--- src/rtl/pipeline_pkg.sv ---
// Shared pipeline constants and types: register-file geometry, the
// hard-wired zero register and the scoreboard counter type.
package pipeline_pkg;

  localparam int NUM_REGS = 32;
  localparam int IDX_W    = 5;
  localparam int CNT_W    = 2;

  typedef logic [IDX_W-1:0] reg_index_t;
  typedef logic [CNT_W-1:0] count_t;

  localparam reg_index_t ZERO_REG = '0;
  localparam count_t     CNT_MAX  = '1;

  // Register 0 is never tracked, so it can never cause a hazard.
  function automatic logic is_live(input reg_index_t idx);
    return idx != ZERO_REG;
  endfunction

endpackage

--- src/rtl/scoreboard_counter.sv ---
// One in-flight writer counter for a single architectural register, with a
// sticky flag raised when a writeback arrives while nothing is pending.
module scoreboard_counter
  import pipeline_pkg::*;
(
  input  logic   clock,
  input  logic   reset,
  input  logic   inc,
  input  logic   dec,
  output count_t count,
  output logic   underflow
);

  // inc and dec together cancel; the issue side never increments at max
  // because saturation stalls decode, but the guard keeps the count honest.
  always_ff @(posedge clock) begin
    if (reset) begin
      count     <= '0;
      underflow <= 1'b0;
    end else begin
      case ({inc, dec})
        2'b10: begin
          if (count != CNT_MAX) count <= count + count_t'(1);
        end
        2'b01: begin
          if (count != '0) count <= count - count_t'(1);
          else             underflow <= 1'b1;
        end
        default: ;
      endcase
    end
  end

endmodule

--- src/rtl/register_scoreboard.sv ---
// Decode-stage issue control: per-register in-flight write tracking, RAW and
// counter-saturation stall generation, and a registered pending-writer mask.
module register_scoreboard
  import pipeline_pkg::*;
(
  input  logic                clock,
  input  logic                reset,
  input  logic                issue_valid,
  input  reg_index_t          issue_rs,
  input  reg_index_t          issue_rt,
  input  logic                issue_uses_rs,
  input  logic                issue_uses_rt,
  input  logic                issue_writes,
  input  reg_index_t          issue_dest,
  input  logic                wb_valid,
  input  reg_index_t          wb_index,
  output logic                stall,
  output logic                issue_accept,
  output logic [NUM_REGS-1:0] pending_mask,
  output logic                wb_underflow_err
);

  count_t              cnt [NUM_REGS];
  logic [NUM_REGS-1:1] inc_vec;
  logic [NUM_REGS-1:1] dec_vec;
  logic [NUM_REGS-1:1] under_vec;
  logic                raw_rs;
  logic                raw_rt;
  logic                sat;

  assign cnt[0] = '0;

  // Hazards look only at registered counts, so a same-cycle writeback never
  // releases a stall early; the source becomes readable the following cycle.
  always_comb begin
    raw_rs = issue_uses_rs & is_live(issue_rs) & (cnt[issue_rs] != '0);
    raw_rt = issue_uses_rt & is_live(issue_rt) & (cnt[issue_rt] != '0);
    sat    = issue_writes & is_live(issue_dest) & (cnt[issue_dest] == CNT_MAX);
  end

  assign stall        = issue_valid & (raw_rs | raw_rt | sat);
  assign issue_accept = issue_valid & ~stall;

  always_comb begin
    inc_vec = '0;
    dec_vec = '0;
    for (int i = 1; i < NUM_REGS; i++) begin
      inc_vec[i] = issue_accept & issue_writes & (issue_dest == reg_index_t'(i));
      dec_vec[i] = wb_valid & (wb_index == reg_index_t'(i));
    end
  end

  for (genvar i = 1; i < NUM_REGS; i++) begin : g_cnt
    scoreboard_counter u_cnt (
      .clock     (clock),
      .reset     (reset),
      .inc       (inc_vec[i]),
      .dec       (dec_vec[i]),
      .count     (cnt[i]),
      .underflow (under_vec[i])
    );
    assign pending_mask[i] = (cnt[i] != '0);
  end

  assign pending_mask[0]  = 1'b0;
  assign wb_underflow_err = |under_vec;

endmodule

--- config.mk ---
export PLATFORM = sky130hd
export DESIGN_NAME = register_scoreboard
export DESIGN_NICKNAME = d
export VERILOG_FILES = /design/src/rtl/pipeline_pkg.sv /design/src/rtl/scoreboard_counter.sv /design/src/rtl/register_scoreboard.sv
export SDC_FILE = /design/constraint.sdc
export NUM_CORES = 1
export LEC_CHECK = 0
export BUFFER_PORTS_ARGS = -buffer_cell sky130_fd_sc_hd__buf_2
export CORE_MARGIN = 3
export CORE_UTILIZATION = 45
export DETAILED_ROUTE_END_ITERATION = 16
export HOLD_SLACK_MARGIN = 0.05
export PLACE_DENSITY_LB_ADDON = 0.3
export RECOVER_POWER = 50
export SYNTH_ARGS = -nofsm -noshare
export SYNTH_HDL_FRONTEND = slang
export SYNTH_SLANG_ARGS = --single-unit
--- constraint.sdc ---
create_clock -name clock -period 5.9 [get_ports clock]
set_input_delay 0.885 -clock clock [delete_from_list [all_inputs] [get_ports clock]]
set_output_delay 0.885 -clock clock [all_outputs]
set_load 0.05 [all_outputs]
# After elaboration in Yosys (flattened, before gate mapping)
# Index checks and enable logic that the tools add are counted.
# word_totals
input_bits	27
output_inout_bits	35
register_bits	93
wordCells	685
# classes
bitwise	108
n_eq_ne	218
n_mux	102
reduce_logical	130
add_sub_neg	62
n_lt_le_gt_ge	3
# ops
operator	n
5-bit == test (second input constant)	32
2-bit 2-to-1 mux	68
2-bit nonzero test	64
2-bit != test (second input constant)	62
2-bit one-hot mux with 2 select lines	31
3-bit AND reduction	31
5-bit by 4-bit == test with 1-bit output (second input constant)	16
1-bit bitwise AND	71
2-bit == test (second input constant)	32
2-bit by 1-bit adder with 2-bit output (second input constant)	31
2-bit by 1-bit == test with 1-bit output (second input constant)	31
2-bit by 1-bit != test with 1-bit output (second input constant)	31
2-bit AND reduction	31
2-bit by 1-bit subtractor with 2-bit output (second input constant)	31
5-bit by 3-bit == test with 1-bit output (second input constant)	8
1-bit NOT	32
31-bit OR reduction	1
2-bit binary-select mux with 5-bit select	3
5-bit by 2-bit == test with 1-bit output (second input constant)	4
6-bit greater-or-equal comparator (second input constant)	3
5-bit NOT with 6-bit output	3
5-bit nonzero test	3
5-bit by 1-bit == test with 1-bit output (second input constant)	2
1-bit OR	2

# Logic depth before layout (Yosys ltp)
# depth
word_depth	16
mapped_depth	11
depth_no_buf	11

# Cells and area by module
# Synthesis repeated with hierarchy kept, for this count alone.
# unflattened
cells_unflattened	819
area_unflattened_um2	6996.7
# modules_own_cells
mod	seq_area_each_um2	instances	area_per_inst_um2	cells_per_inst
scoreboard_counter	60.1	31	147.6	16
register_scoreboard	0.0	1	2419.8	323

# Worst setup path before layout
# OpenSTA, ideal clock, no wires.
# synth_timing
kind	input to output
start	in issue_rs[0]
end	out stall
t_arrival_ns	2.784
t_required_ns	5.015
n_path_buf	1
path_stages	6
path_slack_ns	2.231
cell_sequence	buf_2 -> mux4_2 -> a221oi_1 -> nor4_1 -> nor3_2 -> o21a_1
# synth_between
elab_chain_len	9
word_cells_on_any_way	11
classes_between	mux (3); bitwise (6); reduce/logical (2)
# synth_rtl
element	line_no	source
from (decl)	register_scoreboard.sv:9	input reg_index_t issue_rs,
5-bit NOT with 6-bit output (implied by the code)	register_scoreboard.sv:36	raw_rs = issue_uses_rs & is_live(issue_rs) & (cnt[issue_rs] != '0);
2-bit binary-select mux with 5-bit select	register_scoreboard.sv:36	
2-bit 2-to-1 mux (implied by the code) (2 in series)	register_scoreboard.sv:36	
2-bit nonzero test	register_scoreboard.sv:36	
1-bit bitwise AND *	register_scoreboard.sv:36	
1-bit OR * (2 in series)	register_scoreboard.sv:41	assign stall = issue_valid & (raw_rs | raw_rt | sat);
1-bit bitwise AND *	register_scoreboard.sv:41	
to (decl)	register_scoreboard.sv:17	output logic stall,
# Mark *: on every way between the ends. The rest lies on a longest branch, timed or not. The select of a mux whose other input is x is not followed.

# Final worst setup path
# layout_timing
start	in issue_dest[0]
end	out issue_accept
# layout_between
elab_chain_len	10
word_cells_on_any_way	12
classes_between	eq/ne (1); mux (3); bitwise (7); reduce/logical (1)
# layout_rtl
element	line_no	source
from (decl)	register_scoreboard.sv:14	input reg_index_t issue_dest,
5-bit NOT with 6-bit output (implied by the code)	register_scoreboard.sv:38	sat = issue_writes & is_live(issue_dest) & (cnt[issue_dest] == CNT_MAX);
2-bit binary-select mux with 5-bit select	register_scoreboard.sv:38	
2-bit 2-to-1 mux (implied by the code) (2 in series)	register_scoreboard.sv:38	
2-bit == test	register_scoreboard.sv:38	
1-bit bitwise AND *	register_scoreboard.sv:38	
1-bit OR *	register_scoreboard.sv:41	
1-bit bitwise AND *	register_scoreboard.sv:41	
1-bit NOT *	register_scoreboard.sv:42	assign issue_accept = issue_valid & ~stall;
1-bit bitwise AND *	register_scoreboard.sv:42	
to (decl)	register_scoreboard.sv:18	output logic issue_accept,
# Marked as above.

==> impl_metrics.csv <==
group,metric,value,unit
run_status,status,"finished, final reports clean",
clock_network,cts_hold_buffers,0,
detailed_routing,vias_per_cell,6.37,
floorplan,die_h,124,µm
placed_design,dpl_worst_slack,1480,ps
grt,grtUsageMet1,36.5,%
sta,drv_slew,0,
floorplan,pin_count,62,
job,cap_violations,0,
clock_network,clock_latency,360,ps
detailed_routing,routed_wl,20.8,mm
detailed_routing,ant_nets,0,
clock_network,clk_pin_slew,60,ps
placed_design,dp_hpwl,15.6,mm
sta,period_needed,4960,ps
detailed_routing,drc,0,
power,p_leak,2.40,nW
sta,rsz0062_at_grt,"false",
grt,grt_pass1_vias,6152,
synth,ys_seq_area_share,29.6,%
detailed_routing,first_pass_iters,7,
synth,ys_warn_count,0,
floorplan,dieArea,0.0154,mm²
finish,diodes,0,
worst_setup_path,startpoint_type,"input port",
placed_design,place_area,0.00666,mm²
finish,drive_gt1_share,10.4,%
finish,final_nets,875,
sta,hold_violations,0,
synth,syn_inst,811,
synth,netlist_area,0.00628,mm²
worst_setup_path,slowest_stage,"clkbuf_1",
synth,synth_cell_types,70,
sta,relSlewSlack,21.3,%
clock_network,clockRootBuffer,"clkbuf_16",
clock_network,cts_tree,"built",
clock_network,clock_sinks,93,
synth,synth_top_cell_by_area,"dfxtp_1",
grt,grt_remaining_overflow,0,
grt,track_usage,28.1,%
worst_setup_path,crit_required,5020,ps
worst_setup_path,path_cells,"clkbuf_1 > mux4_1 > mux2i_1 > nor3_1 > o21ai_2 > and4_1 > nand4_4 > inv_4 > buf_2",
sta,skew,8.77,ps
clock_network,postCtsSetupBuffers,0,
sta,max_freq,202,MHz
detailed_routing,vias,6552,
hold_path,hold_path_class,"flop to flop",
worst_setup_path,worst_setup_path_end_kind,"primary output",
synth,yosys_most_used_dff,"dfxtp_1",
finish,final_cell_mix,"107 x nor2_1, 93 x dfxtp_1, 89 x nand2_1",
sta,tightestPinTransition,1180,ps
finish,fin_util,51.4,%
worst_setup_path,cp_slowest_stage_delay,830,ps
grt,grt_antenna_before_repair,0,
floorplan,core_area,0.0135,mm²
synth,synth_nets,838,
clock_network,htree_levels,3,
clock_network,postCtsResizedCells,0,
floorplan,initial_core_util,46.7,%
grt,met3_usage,6.58,%
sta,finalWorstSetupSlack,939,ps
synth,syn_avg_cell_area,7.75,µm²
worst_setup_path,cp.arrival,4080,ps
grt,gr-usage-met2,44.9,%
power,p_per_area,213,mW/mm²
grt,grt_first_pass_wirelength,32.7,mm
synth,yosys.area.top_type_share,29.6,%
synth,ys_async_sr_fraction,0,%
grt,grt_busiest_layer,"met2",
floorplan,std_cell_rows,42,
placed_design,io_buffers,60,
clock_network,numCtsBuffers,9,
sta,setup_viol,0,
finish,area_growth,10.0,%
finish,final_common_cell,"nor2_1",
detailed_routing,routedWlPerCell,20.3,µm
synth,synth_edf_count,0,
power,vdd_drop_max,0.167,mV
grt,grt_max_degree,91,
floorplan,die_x,124,µm
clock_network,cts_buffer_depth,2,
placed_design,gp_congestion,0.972,
detailed_routing,drt_iter0_drc,682,
worst_setup_path,critPathKind,"input port to primary output",
sta,tns,0,ps
finish,post-route-cell-area,0.00691,mm²
power,power,1.47,mW
synth,synth_area_leaders,"dfxtp_1 30%, mux4_2 7.9%, nor2_1 6.4%, nand2_1 5.3%, a21oi_1 4.5%",
sta,period_share,84.1,%
synth,synth-seq-cells,93,
worst_setup_path,cp_max_fo,36,
synth_stat cells, types with 4 or more instances:
master / n
or3_1: 7
a32oi_1: 5
o32ai_1: 6
o21ai_0: 26
nor4_1: 26
nand4_1: 14
o21a_1: 13
a22oi_1: 4
nand3_1: 17
or2_2: 7
mux2i_1: 14
inv_1: 48
a31oi_1: 25
buf_2: 11
mux4_2: 22
nand2b_1: 14
a31o_2: 6
a21oi_1: 56
clkbuf_1: 22
nor2b_1: 23
or4_1: 7
a211oi_1: 13
nand2_1: 89
nor3_1: 24
and2_1: 9
nand3b_1: 7
dfxtp_1: 93
o31a_1: 11
nor3b_1: 5
nor2_1: 107
o31ai_1: 21
layout make-up:
| type | count | area, µm² |
|---|---|---|
| repair buffers | 63 | 274 |
| multi-input cells | 631 | 4050 |
| flip-flops and latches | 93 | 1860 |
| well taps | 176 | 220 |
| fillers | 1380 | 6540 |
| clock inverters | 5 | 75.1 |
| clock buffers | 10 | 239 |
| inverters | 50 | 190 |
kinds of logic (layout without fill, tap and decap cells):
kind of cell | count (synthesis) | count (layout) | share of synthesized area, %
AOI/OAI and AO/OA | 216 | 216 | 23.2
buffers and inverters | 87 | 128 | 5.75
DFF | 93 | 93 | 29.6
muxes | 40 | 40 | 11.3
other | 1 | 1 | 0.0597
and+or+nand+nor | 374 | 374 | 30.0
routing by layer:
layer / vias up / share of wire (%)
met5: - / 0
met3: 49 / 9.7
li1: 3081 / -
met1: 3083 / 41
met2: 339 / 45
met4: 0 / 4.1
flip-flops by register name, summed over array words and instances, names as in the netlist:
signal                 count
g_cnt.u_cnt.underflow     31
g_cnt.u_cnt.count         62
critical path, delay by kind of cell:
kind	cells	cell delay, ps
buffers and inverters	3	1420
muxes	2	810
and+or+nand+nor	3	810
AOI/OAI and AO/OA	1	130
path summary, 6_finish.rpt:
kind              slack [ps]  cells after the start                       end                     start
setup / recovery         940                      9              issue_accept             issue_dest[0]
hold / removal           450                      2  g_cnt[8].u_cnt.underflow  g_cnt[8].u_cnt.underflow
setup reg to reg        1950                     10   g_cnt[4].u_cnt.count[0]  g_cnt[11].u_cnt.count[0]
hold reg to reg          450                      2  g_cnt[8].u_cnt.underflow  g_cnt[8].u_cnt.underflow
per-stage QoR:
stage | hold slack, ps | std cells
after floorplan | 425 | 811
after global placement | 442 | 1013
after detailed placement | 445 | 1013
after CTS | 454 | 1028
after global routing | 476 | 1028
final | 451 | 1028
power breakdown:
| part | internal (mW) | leakage [nW] | switching (mW) |
|---|---|---|---|
| Combinational | 0.0522 | 1.49 | 0.144 |
| Clock | 0.378 | 0.158 | 0.251 |
| Sequential | 0.635 | 0.750 | 0.0105 |
Note: power is estimated with default switching activity, not from simulation.
